File: config.mk
export PLATFORM = sky130hd
export DESIGN_NAME = phy_rx_multilane
export DESIGN_NICKNAME = d
export VERILOG_FILES = /design/src/rtl/phy_rx_pkg.sv /design/src/rtl/phy_rx_lane_align.sv /design/src/rtl/phy_rx_multilane.sv
export SDC_FILE = /design/constraint.sdc
export NUM_CORES = 1
export LEC_CHECK = 0
export CORE_MARGIN = 2
export CORE_UTILIZATION = 64
export CTS_BUF_LIST = sky130_fd_sc_hd__clkbuf_8
export DETAILED_ROUTE_END_ITERATION = 8
export PLACE_DENSITY = 0.87
export SYNTH_ARGS = -nofsm -noshare
export SYNTH_HDL_FRONTEND = slang
export SYNTH_SLANG_ARGS = --single-unit
File: constraint.sdc
create_clock -name clk_32f -period 4.85 [get_ports clk_32f]
set_clock_uncertainty 0.1 [all_clocks]
set_input_delay 0.7275 -clock clk_32f [delete_from_list [all_inputs] [get_ports clk_32f]]
set_output_delay 0.7275 -clock clk_32f [all_outputs]
set_load 0.02 [all_outputs]
File: src/rtl/phy_rx_pkg.sv
// Shared constants and lane state encoding for the multilane serial receiver.
package phy_rx_pkg;

    localparam int         BYTE_W = 8;
    localparam logic [7:0] COM    = 8'hBC;
    localparam logic [7:0] IDL    = 8'h7C;

    typedef enum logic [1:0] {
        SEARCH = 2'd0,
        ALIGN  = 2'd1,
        ACTIVE = 2'd2
    } lane_state_e;

endpackage

File: src/rtl/phy_rx_lane_align.sv
// One serial lane: bit shifter, COM-based byte alignment and lock, and a single-entry
// holding register whose held flag is released by the top-level word emission.
module phy_rx_lane_align
    import phy_rx_pkg::*;
#(
    parameter int LOCK_COUNT = 4
) (
    input  logic              clk_32f,
    input  logic              reset,
    input  logic              bit_in,
    input  logic              emit,
    output logic [BYTE_W-1:0] hold_byte,
    output logic              held,
    output logic              wr_pend,
    output logic              active
);

    lane_state_e       state_q, state_d;
    logic [BYTE_W-1:0] sr_q, sr_d;
    logic [2:0]        bit_cnt_q, bit_cnt_d;
    logic [3:0]        com_cnt_q, com_cnt_d;
    logic              pend_q, pend_d;
    logic [BYTE_W-1:0] hold_q, hold_d;
    logic              held_q, held_d;
    logic              byte_done;

    // NOTE: every always_comb output gets a default first so no path can infer a latch.
    always_comb begin
        sr_d      = {sr_q[BYTE_W-2:0], bit_in};
        bit_cnt_d = bit_cnt_q + 3'd1;
        state_d   = state_q;
        com_cnt_d = com_cnt_q;
        pend_d    = 1'b0;
        hold_d    = hold_q;
        held_d    = held_q;
        // The byte whose last bit is shifted in on this edge is sr_d.
        byte_done = (state_q != SEARCH) && (bit_cnt_q == 3'd7);

        case (state_q)
            SEARCH: begin
                if (sr_d == COM) begin
                    bit_cnt_d = '0;
                    com_cnt_d = 4'd1;
                    state_d   = (LOCK_COUNT == 1) ? ACTIVE : ALIGN;
                end
            end
            ALIGN: begin
                if (byte_done) begin
                    if (sr_d == COM) begin
                        com_cnt_d = com_cnt_q + 4'd1;
                        if (com_cnt_d >= 4'(LOCK_COUNT)) begin
                            state_d = ACTIVE;
                        end
                    end else begin
                        com_cnt_d = '0;
                        state_d   = SEARCH;
                    end
                end
            end
            ACTIVE: begin
                pend_d = byte_done && (sr_d != COM) && (sr_d != IDL);
            end
            default: state_d = SEARCH;
        endcase

        // A fresh byte wins over the emission clear, so it stays held for the next word.
        if (pend_q) begin
            hold_d = sr_q;
            held_d = 1'b1;
        end else if (emit) begin
            held_d = 1'b0;
        end
    end

    // NOTE: state registers use non-blocking assignments so every flop samples pre-edge values.
    always_ff @(posedge clk_32f or posedge reset) begin
        if (reset) begin
            state_q   <= SEARCH;
            sr_q      <= '0;
            bit_cnt_q <= '0;
            com_cnt_q <= '0;
            pend_q    <= 1'b0;
            // NOTE: the holding byte is reset too, so a partial word never leaks after reset.
            hold_q    <= '0;
            held_q    <= 1'b0;
        end else begin
            state_q   <= state_d;
            sr_q      <= sr_d;
            bit_cnt_q <= bit_cnt_d;
            com_cnt_q <= com_cnt_d;
            pend_q    <= pend_d;
            hold_q    <= hold_d;
            held_q    <= held_d;
        end
    end

    assign hold_byte = hold_q;
    assign held      = held_q;
    assign wr_pend   = pend_q;
    assign active    = (state_q == ACTIVE);

endmodule

File: src/rtl/phy_rx_multilane.sv
// Multilane receiver top: waits for a byte on every lane, then emits the unstriped word
// and tracks a sticky overrun flag.
module phy_rx_multilane
    import phy_rx_pkg::*;
#(
    parameter int LANES      = 2,
    parameter int LOCK_COUNT = 4
) (
    input  logic                    clk_32f,
    input  logic                    reset,
    input  logic [LANES-1:0]        data_in,
    output logic [BYTE_W*LANES-1:0] data_out,
    output logic                    valid_out,
    output logic [LANES-1:0]        lane_active,
    output logic                    ovf_out
);

    logic [BYTE_W*LANES-1:0] hold_all;
    logic [LANES-1:0]        held;
    logic [LANES-1:0]        wr_pend;
    logic                    emit;

    logic [BYTE_W*LANES-1:0] data_q, data_d;
    logic                    valid_q, valid_d;
    logic                    ovf_q, ovf_d;

    for (genvar i = 0; i < LANES; i++) begin : g_lane
        phy_rx_lane_align #(
            .LOCK_COUNT(LOCK_COUNT)
        ) u_lane (
            .clk_32f  (clk_32f),
            .reset    (reset),
            .bit_in   (data_in[i]),
            .emit     (emit),
            .hold_byte(hold_all[BYTE_W*i +: BYTE_W]),
            .held     (held[i]),
            .wr_pend  (wr_pend[i]),
            .active   (lane_active[i])
        );
    end

    always_comb begin
        emit    = &held;
        data_d  = emit ? hold_all : data_q;
        valid_d = emit;
        // Overwriting a still-held byte is only an overrun when no emission drains it.
        ovf_d   = ovf_q | (|(wr_pend & held & ~{LANES{emit}}));
    end

    always_ff @(posedge clk_32f or posedge reset) begin
        if (reset) begin
            data_q  <= '0;
            valid_q <= 1'b0;
            ovf_q   <= 1'b0;
        end else begin
            data_q  <= data_d;
            valid_q <= valid_d;
            ovf_q   <= ovf_d;
        end
    end

    assign data_out  = data_q;
    assign valid_out = valid_q;
    assign ovf_out   = ovf_q;

endmodule

==> flow_metrics.env, run 1 <==
export IMPL_grt_max_degree=40
export IMPL_grt_usage_pct=20.9
export IMPL_stdcell_count=300
export IMPL_p_per_area_nw_per_um2=368
export IMPL_critical_path_required_ns=4.02
export IMPL_fin_nets=254
export IMPL_switching_share_pct=25.9
export IMPL_synth_largest_area_cell="dfrtp_1"
export IMPL_tightest_slew_ns=0.753
export IMPL_gp_congestion=0.776
export IMPL_holdCritPathClass="reg2reg"
export IMPL_rrSetupSlack_ns=3.04
export IMPL_globalRouteOverflowTotal=0
export IMPL_cts_buffer_depth=2
export IMPL_synth_top_area_share_pct=62.1
export IMPL_antenna_found_initial=0
export IMPL_synth_area_leaders="dfrtp_1, mux2_2, ha_1, nor2b_1, nand2_1"
export IMPL_internal_power_mw=0.909
export IMPL_cp_start_kind="register"
export IMPL_synth_seq_cells=72
export IMPL_hpwl_mm=3.04
export IMPL_cts_made_buffers=9
export IMPL_cts_root_buf="clkbuf_8"
export IMPL_r2r_cells=6
export IMPL_diodes=0
export IMPL_drc=0
export IMPL_endpoint_kind="output port"
export IMPL_layout_commonest_cell="dfrtp_1"
export IMPL_p_switching_mw=0.318
export IMPL_routedWlPerCell_um=15.3
export IMPL_grt_pass1_vias=1750
export IMPL_vias=1718
export IMPL_row_count=24
export IMPL_synthDistinctLibCells=44
export IMPL_synth_cells=217
export IMPL_finalCoreUtilization_pct=76.6
export IMPL_drive_above_1_share_pct=22.6
export IMPL_clock_latency_ns=0.34
export IMPL_worstSetupPathType="reg2out"
export IMPL_die_w_um=71.3
export IMPL_drt_iter0_markers=121
export IMPL_dieArea_sq_um=5090
export IMPL_vdd_drop_max_mv=0.273
export IMPL_maxCapViolations=0
export IMPL_nFillCells=259
export IMPL_ys_async_sr_fraction_pct=100
export IMPL_layout_min_cycle_time_ns=2.66
export IMPL_path_max_fanout=11
export IMPL_grt_first_pass_wirelength_mm=7.98
export IMPL_fin_tns_setup_ns=0
export IMPL_syn_area_sq_um=2900
export IMPL_clkTransAtPathRegs_ns=0.07
export IMPL_cts_hold_buffers=0
export IMPL_clock_fmax_mhz=376
export IMPL_clock_power_share_pct=32.9
export IMPL_core_region_area_sq_um=4350
export IMPL_yosysWarnings=0
export IMPL_setup_violations=0
export IMPL_synth_edff_count=0
export IMPL_finalCritPeriodShare_pct=54.8
export IMPL_leakage_nw=1.57
export IMPL_status="complete, no violations"
export IMPL_tritoncts="yes"
export IMPL_fp_dieH_um=71.3
export IMPL_ys_seq_area_share_pct=62.1
export IMPL_layout_common_cells="dfrtp_1, mux2_2, clkdlybuf4s50_1"
export IMPL_synth_flop_cell="dfrtp_1"
export IMPL_drv_slew=0
export IMPL_ios=24
export IMPL_avgSynthCellArea_sq_um=13.4
export IMPL_pwr_share_comb_pct=9.8
export IMPL_rsz0062_at_grt="no"
export IMPL_post_cts_setup_buffer_count=0
export IMPL_drt_pass1_iterations=5
export IMPL_ant_nets=0
export IMPL_io_buffers=23
export IMPL_area_growth_pct=14.9
export IMPL_post_place_cells=285
export IMPL_hold_path_depth=0
export IMPL_arrival_ns=1.83
export IMPL_cts_resized=0
export IMPL_htree_levels=3
export IMPL_p_seq_share_pct=57.3
export IMPL_slew_headroom_pct=49.7
export IMPL_final_hold_violation_count=0
export IMPL_via_per_inst=5.73
export IMPL_start_util_pct=66.6
export IMPL_synth_fp_nets=227
export IMPL_cts_sinks=72
export IMPL_wl_mm=4.60
## metal layers
| metal | GRT usage (%) | vias to the layer above | routed length [um] |
|---|---|---|---|
| met1 | 26.6 | 853 | 2070 |
| met4 | 8.18 | 0 | 73 |
| met3 | 7.59 | 7 | 222 |
| met2 | 32.9 | 27 | 2240 |
| li1 | - | 831 | - |
| met5 | 0 | - | 0 |
## cells by family (layout without fill, tap and decap cells)
family          count (synthesis)  after routing  synth area share (%)
simple gates                   60             60                  12.3
xor+xnor                        3              3                 0.906
buf+inv                        13             44                  2.11
flops                          72             72                  62.1
compound gates                 31             31                  7.55
fa+ha+maj                       6              6                  2.59
mux                            32             32                  12.4
## cell usage after synthesis (all sizes together) (2+ instances only)
cell     instances
inv              5
o21bai           2
nor4             2
buf              4
a21oi            5
nor2             8
a21o             2
o21ai            8
dfrtp           72
nand2b           3
nor3             7
nor2b           10
ha               6
mux2            32
xor2             2
a2bb2oi          2
nand4            2
a31oi            2
nand3b           4
nand2           11
clkbuf           4
nand3            6
## area by class of cell
class / count / area, sq um / share of cell area [%]
clock buffers: 10 / 138 / 4.13
clock inverters: 5 / 33.8 / 1.01
flip-flops and latches: 72 / 1800 / 54.1
well taps: 52 / 65.1 / 1.95
inverters: 5 / 18.8 / 0.563
multi-input cells: 132 / 1040 / 31.2
repair buffers: 24 / 238 / 7.13
## power groups by stage
stage | logic (mW) | clock network (mW) | registers (mW)
final | 0.120 | 0.404 | 0.703
after global routing | 0.144 | 0.441 | 0.712
after CTS | 0.122 | 0.417 | 0.703
after detailed placement | 0.121 | 0 | 0.714
after global placement | 0.118 | 0 | 0.711
after floorplan | 0.104 | 0 | 0.699
## critical path, stage by stage, from the launching register on
cell	delay, ns
dfrtp_1	0.56
nor2b_1	0.29
clkdlybuf4s50_1	0.65
## registers in the layout, indices dropped and copies added, names as in the netlist
register                 flops
data_out                    16
g_lane.u_lane.hold_byte     16
g_lane.u_lane.sr_q          16
g_lane.u_lane.com_cnt_q      8
g_lane.u_lane.bit_cnt_q      6
g_lane.u_lane.state_q        4
g_lane.u_lane.held           2
g_lane.u_lane.wr_pend        2
ovf_out                      1
valid_out                    1
## final timing paths
path                                                          from                                        end
max in group asynchronous                                    reset                   data_out[15]$_DFFE_PP0N_
setup / recovery           g_lane[0].u_lane.state_q[1]$_DFFE_PP0P_                             lane_active[0]
setup reg to reg           g_lane[1].u_lane.bit_cnt_q[0]$_DFF_PP0_  g_lane[1].u_lane.com_cnt_q[3]$_DFFE_PP0P_
hold / removal                  g_lane[0].u_lane.sr_q[4]$_DFF_PP0_         g_lane[0].u_lane.sr_q[5]$_DFF_PP0_
min in group asynchronous                                    reset         g_lane[0].u_lane.sr_q[7]$_DFF_PP0_
hold reg to reg                 g_lane[0].u_lane.sr_q[4]$_DFF_PP0_         g_lane[0].u_lane.sr_q[5]$_DFF_PP0_
## stage by stage
stage | cell area [sq um] | hold WS (ns) | power, mW | setup slack (ns)
finish | 3330 | 0.304 | 1.23 | 2.19
global route | 3330 | 0.324 | 1.30 | 2.11
CTS | 3330 | 0.302 | 1.24 | 2.18
detailed placement | 3160 | 0.283 | 0.834 | 2.45
global placement | 3160 | 0.280 | 0.829 | 2.46
floorplan | 2900 | 0.261 | 0.803 | 2.20
Power figures use the tool's default switching activity.
==> run 2: changes to the inputs <==
--- a/config.mk
+++ b/config.mk
@@ -6,10 +6,10 @@
 export NUM_CORES = 1
 export LEC_CHECK = 0
 export CORE_MARGIN = 2
-export CORE_UTILIZATION = 64
+export CORE_UTILIZATION = 59
 export CTS_BUF_LIST = sky130_fd_sc_hd__clkbuf_8
 export DETAILED_ROUTE_END_ITERATION = 8
-export PLACE_DENSITY = 0.87
+export PLACE_DENSITY = 0.81
 export SYNTH_ARGS = -nofsm -noshare
 export SYNTH_HDL_FRONTEND = slang
 export SYNTH_SLANG_ARGS = --single-unit
==> constraint.sdc (replaced) <==
create_clock -name clk_32f -period 2.6 [get_ports clk_32f]
set_clock_uncertainty 0.1 [all_clocks]
set_input_delay 0.39 -clock clk_32f [delete_from_list [all_inputs] [get_ports clk_32f]]
set_output_delay 0.39 -clock clk_32f [all_outputs]
set_load 0.02 [all_outputs]
==> run 2 against run 1 <==
Combinational power is 94% higher. Clock power up 140%. Hold slack worse by 0.0017 ns. Critical path type unchanged. Clock-buffer cell count is 1 lower. Largest cell class unchanged. Wire length increased by 1.3%. Sequential share of layout area shrank 1.3 points. Global-route usage decreased by 1.4 points.
==> flow_metrics.env, run 2 (synthesis gave the netlist of run 1 again) <==
export IMPL_status="complete, no violations"
export IMPL_layout_min_cycle_time_ns=2.34
export IMPL_pre_cts_slack_ns=0.588
export IMPL_dieArea_sq_um=5490
export IMPL_timing_final_ws_setup_ns=0.265
export IMPL_leakage_nw=1.60
export IMPL_grt_util_met3_pct=3.66
export IMPL_drc=0
export IMPL_cp_startpoint="g_lane[0].u_lane.state_q[1]$_DFFE_PP0P_"
export IMPL_use_met1_pct=24.9
export IMPL_r2r_cells=6
export IMPL_cp_num_cells=2
export IMPL_grt_pass1_vias=1734
export IMPL_fin_nets=254
export IMPL_post_cts_setup_buffer_count=0
export IMPL_htree_levels=3
export IMPL_io_buffers=23
export IMPL_vdd_drop_max_mv=0.368
export IMPL_ant_nets=0
export IMPL_crit_end="lane_active[0]"
export IMPL_path_delay_family="buffers and inverters"
export IMPL_holdCritPathClass="reg2reg"
export IMPL_maxCapViolations=0
export IMPL_rrSetupSlack_ns=0.78
export IMPL_vias=1778
export IMPL_drv_slew=0
export IMPL_crit_chain="nor2b_1, clkdlybuf4s50_1"
export IMPL_holdWs_ns=0.302
export IMPL_ios=24
export IMPL_layout_commonest_cell="dfrtp_1"
export IMPL_cts_hold_buffers=0
export IMPL_drt_iter0_markers=91
export IMPL_critical_path_required_ns=2.11
export IMPL_path_buf_inv=1
export IMPL_finalCritPeriodShare_pct=89.8
export IMPL_cts_buffer_depth=2
export IMPL_cts_root_buf="clkbuf_8"
export IMPL_die_w_um=74.1
export IMPL_grt_max_degree=73
export IMPL_clkTransAtPathRegs_ns=0.08
export IMPL_drive_above_1_share_pct=22.5
export IMPL_diodes=0
export IMPL_hpwl_mm=2.98
export IMPL_fin_tns_setup_ns=0
export IMPL_hp_start="g_lane[0].u_lane.sr_q[3]$_DFF_PP0_"
export IMPL_clock_fmax_mhz=428
export IMPL_tightest_slew_ns=0.770
export IMPL_row_count=25
export IMPL_r2r_start="g_lane[1].u_lane.bit_cnt_q[0]$_DFF_PP0_"
export IMPL_via_per_inst=5.63
export IMPL_routedWlPerCell_um=14.7
export IMPL_cts_resized=0
export IMPL_globalRouteOverflowTotal=0
export IMPL_fp_dieH_um=74.1
export IMPL_wl_mm=4.66
export IMPL_cts_made_buffers=9
export IMPL_tritoncts="yes"
export IMPL_antenna_found_initial=0
export IMPL_worstSetupPathType="reg2out"
export IMPL_cp_slowest_stage_delay_ns=0.64
export IMPL_grt_usage_pct=19.5
export IMPL_p_per_area_nw_per_um2=736
export IMPL_area_growth_pct=17.6
export IMPL_grt_first_pass_wirelength_mm=7.87
export IMPL_cp_start_kind="register"
export IMPL_cpMaxStageDelayCell="clkdlybuf4s50_1"
export IMPL_path_max_fanout=11
export IMPL_cts_sinks=72
export IMPL_r2r_end="g_lane[1].u_lane.com_cnt_q[3]$_DFFE_PP0P_"
export IMPL_clock_latency_ns=0.35
export IMPL_drt_pass1_iterations=5
export IMPL_setup_violations=0
export IMPL_post_place_cells=300
export IMPL_arrival_ns=1.85
export IMPL_grt_use_met2_pct=30.2
export IMPL_endpoint_kind="output port"
export IMPL_total_power_mw=2.51
export IMPL_rsz0062_at_grt="no"
export IMPL_stdcell_count=316
export IMPL_busiest_layer="met2"
export IMPL_final_hold_violation_count=0
export IMPL_start_util_pct=61.4
export IMPL_slew_headroom_pct=48.6
export IMPL_layout_common_cells="dfrtp_1, mux2_2, clkdlybuf4s50_1"
export IMPL_gp_congestion=0.917
export IMPL_core_region_area_sq_um=4720
[run 2: cell types whose count changed in the layout (fill, tap and decap cells not counted)]
cell,before,now
bufinv_16,0,2
clkbuf_8,10,9
buf_4,1,0
buf_12,0,1
clkinv_2,2,0
inv_6,0,1
inv_1,4,5
[run 2: metal layers]
layer / part of all wire [%] / vias to the layer above
met5: 0 / -
met3: 2.7 / 11
met2: 49 / 37
li1: - / 830
met1: 46 / 900
met4: 2.4 / 0
[run 2: worst min path at each step]
stage / end / cells past startpoint
finish: g_lane[0].u_lane.sr_q[4]$_DFF_PP0_ / 0
global route: g_lane[0].u_lane.sr_q[4]$_DFF_PP0_ / 0
CTS: g_lane[0].u_lane.sr_q[4]$_DFF_PP0_ / 0
detailed placement: g_lane[1].u_lane.sr_q[1]$_DFF_PP0_ / 0
global placement: g_lane[1].u_lane.sr_q[2]$_DFF_PP0_ / 0
floorplan: g_lane[1].u_lane.sr_q[1]$_DFF_PP0_ / 0
[run 2: final cells by class]
type,instances,area (sq um)
tap,67,83.8
timing repair buffer,24,250
multi-input combinational,132,1040
clock inverter,7,96.3
sequential,72,1800
fill,288,1310
clock buffer,9,124
inverter,5,18.8
[run 2: where the power goes]
| group | switching [mW] | internal (mW) | total (mW) | leakage, nW |
|---|---|---|---|---|
| Clock | 0.422 | 0.541 | 0.963 | 0.107 |
| Combinational | 0.115 | 0.118 | 0.233 | 0.553 |
| Sequential | 0.0981 | 1.22 | 1.31 | 0.941 |
| Total | 0.635 | 1.88 | 2.51 | 1.60 |
[run 2: worst register-to-register path, delay by kind of cell (launching register included)]
family	cells	cell delay [ns]
flops	1	0.35
simple gates	3	0.77
compound gates	1	0.14
fa+ha+maj	2	0.41
[run 2: metrics by stage]
stage	area, sq um	utilization (%)
finish	3410	72.3
global route	3410	72.3
global placement	3190	67.6
floorplan	2900	-
CTS	3410	72.3
detailed placement	3190	67.6
==> run 3: changes to the inputs <==
--- a/config.mk
+++ b/config.mk
@@ -10,6 +10,8 @@
 export CTS_BUF_LIST = sky130_fd_sc_hd__clkbuf_8
 export DETAILED_ROUTE_END_ITERATION = 8
 export PLACE_DENSITY = 0.81
+export RECOVER_POWER = 100
 export SYNTH_ARGS = -nofsm -noshare
 export SYNTH_HDL_FRONTEND = slang
 export SYNTH_SLANG_ARGS = --single-unit
+export TNS_END_PERCENT = 30
==> run 3 against run 2 <==
The run now ends with max-capacitance violations, max-slew violations left. Total power decreased by 0.50%. Clock power about the same. Sequential cell count unchanged. Global-route usage unchanged. Clock-buffer cell count unchanged. Hold slack about the same. Core utilization decreased by 1.2 points. Sequential share of layout area increased by 0.89 points. Non-clock buffer count unchanged. Wire length decreased by 0.11%. First-iteration DRC count increased by 27%. Critical path type unchanged. Largest cell class unchanged. Largest power group unchanged.
==> flow_metrics.env, run 3 (synthesis gave the netlist of run 1 again) <==
export IMPL_cpMaxStageDelayCell="dlygate4sd3_1"
export IMPL_final_area_sq_um=3360
export IMPL_clock_latency_ns=0.35
export IMPL_die_w_um=74.1
export IMPL_leakage_nw=1.65
export IMPL_fin_nets=254
export IMPL_layout_commonest_cell="dfrtp_1"
export IMPL_status="finished, violations left"
export IMPL_tritoncts="yes"
export IMPL_row_count=25
export IMPL_ios=24
export IMPL_clkTransAtPathRegs_ns=0.08
export IMPL_final_hold_violation_count=0
export IMPL_cts_buffer_depth=2
export IMPL_layout_common_cells="dfrtp_1, mux2_2, dlygate4sd3_1"
export IMPL_violations="max-capacitance violations, max-slew violations"
export IMPL_vdd_drop_max_mv=0.356
export IMPL_cts_resized=0
export IMPL_grt_usage_pct=19.5
export IMPL_crit_chain="nor2b_1, dlygate4sd3_1"
export IMPL_io_buffers=23
export IMPL_fin_tns_setup_ns=0
export IMPL_vias=1786
export IMPL_core_region_area_sq_um=4720
export IMPL_cp_slowest_stage_delay_ns=0.70
export IMPL_rsz0062_at_grt="no"
export IMPL_drc=0
export IMPL_setup_violations=0
export IMPL_cp_start_kind="register"
export IMPL_grt_pass1_vias=1734
export IMPL_endpoint_kind="output port"
export IMPL_dieArea_sq_um=5490
export IMPL_tightest_slew_ns=1.67
export IMPL_cts_root_buf="clkbuf_8"
export IMPL_clock_fmax_mhz=428
export IMPL_start_util_pct=61.4
export IMPL_placed_area_sq_um=3190
export IMPL_grt_max_degree=73
export IMPL_drt_iter0_markers=116
export IMPL_area_growth_pct=15.7
export IMPL_gp_congestion=0.917
export IMPL_drive_above_1_share_pct=19.3
export IMPL_nFillCells=300
export IMPL_hpwl_mm=2.98
export IMPL_cts_hold_buffers=0
export IMPL_cts_sinks=72
export IMPL_wl_mm=4.66
export IMPL_drt_pass1_iterations=4
export IMPL_layout_min_cycle_time_ns=2.34
export IMPL_critical_path_required_ns=2.11
export IMPL_finalCritPeriodShare_pct=89.8
export IMPL_maxCapViolations=1
export IMPL_cts_made_buffers=9
export IMPL_holdCritPathClass="reg2reg"
export IMPL_grt_first_pass_wirelength_mm=7.87
export IMPL_routedWlPerCell_um=14.7
export IMPL_finalCoreUtilization_pct=71.1
export IMPL_htree_levels=3
export IMPL_post_cts_setup_buffer_count=0
export IMPL_via_per_inst=5.65
export IMPL_worstSetupPathType="reg2out"
export IMPL_fp_dieH_um=74.1
export IMPL_slew_headroom_pct=-11.5
export IMPL_diodes=0
export IMPL_arrival_ns=1.85
export IMPL_globalRouteOverflowTotal=0
export IMPL_ant_nets=0
export IMPL_drv_slew=73
export IMPL_antenna_found_initial=0
export IMPL_path_max_fanout=11
export IMPL_p_per_area_nw_per_um2=744
-- run 3: cell types whose count changed in the layout (fill, tap and decap cells not counted), sizes merged --
| cell | delta |
|---|---|
| clkinv | +1 |
| inv | -1 |
| clkdlybuf4s50 | -22 |
| clkbuf | +1 |
| buf | -1 |
| dlygate4sd3 | +22 |
-- run 3: path summary, 6_finish.rpt --
path	start	to	slack [ns]	cells past startpoint
max in group asynchronous	reset	g_lane[1].u_lane.hold_byte[4]$_DFFE_PP0P_	0.55	3
setup / recovery	g_lane[0].u_lane.state_q[1]$_DFFE_PP0P_	lane_active[0]	0.26	2
hold / removal	g_lane[0].u_lane.sr_q[3]$_DFF_PP0_	g_lane[0].u_lane.sr_q[4]$_DFF_PP0_	0.30	0
setup reg to reg	g_lane[1].u_lane.bit_cnt_q[0]$_DFF_PP0_	g_lane[1].u_lane.com_cnt_q[3]$_DFFE_PP0P_	0.66	6
hold reg to reg	g_lane[0].u_lane.sr_q[3]$_DFF_PP0_	g_lane[0].u_lane.sr_q[4]$_DFF_PP0_	0.30	0
min in group asynchronous	reset	g_lane[0].u_lane.hold_byte[0]$_DFFE_PP0P_	0.85	3
-- run 3: final cells by class --
cell class / instances / area [sq um] / share of cell area [%]
tap: 67 / 83.8 / 2.50
inverter: 5 / 18.8 / 0.559
timing repair buffer: 24 / 235 / 7.01
clock buffer: 9 / 124 / 3.69
multi-input combinational: 132 / 997 / 29.7
clock inverter: 7 / 96.3 / 2.87
sequential: 72 / 1800 / 53.7
-- run 3: routing by layer --
| layer | global-route usage (%) | vias to the layer above | routed length (um) |
|---|---|---|---|
| met5 | 0 | - | 0 |
| met4 | 13.7 | 0 | 114 |
| met1 | 24.9 | 894 | 2100 |
| met2 | 30.2 | 40 | 2270 |
| li1 | - | 837 | - |
| met3 | 3.66 | 15 | 168 |
-- run 3: metrics by stage --
step                      cells  worst slack (ns)  power, mW  hold slack (ns)
after global routing        316             0.152       2.62            0.319
final                       316             0.265       2.50            0.302
after CTS                   316             0.250       2.53            0.298
after detailed placement    300             0.588       1.57            0.282
after global placement      300             0.617       1.55            0.283
after floorplan             217             0.285       1.50            0.261
-- run 3: where the power goes --
group | total (mW) | internal, mW | switching [mW]
sequential | 1.31 | 1.22 | 0.0972
combinational | 0.222 | 0.109 | 0.112
clock | 0.963 | 0.541 | 0.422
-- run 3: critical path, delay by kind of cell, from the launching register on --
family | cells | cell delay [ns]
and+or+nand+nor | 1 | 0.27
buffers and inverters | 1 | 0.70
DFF | 1 | 0.53
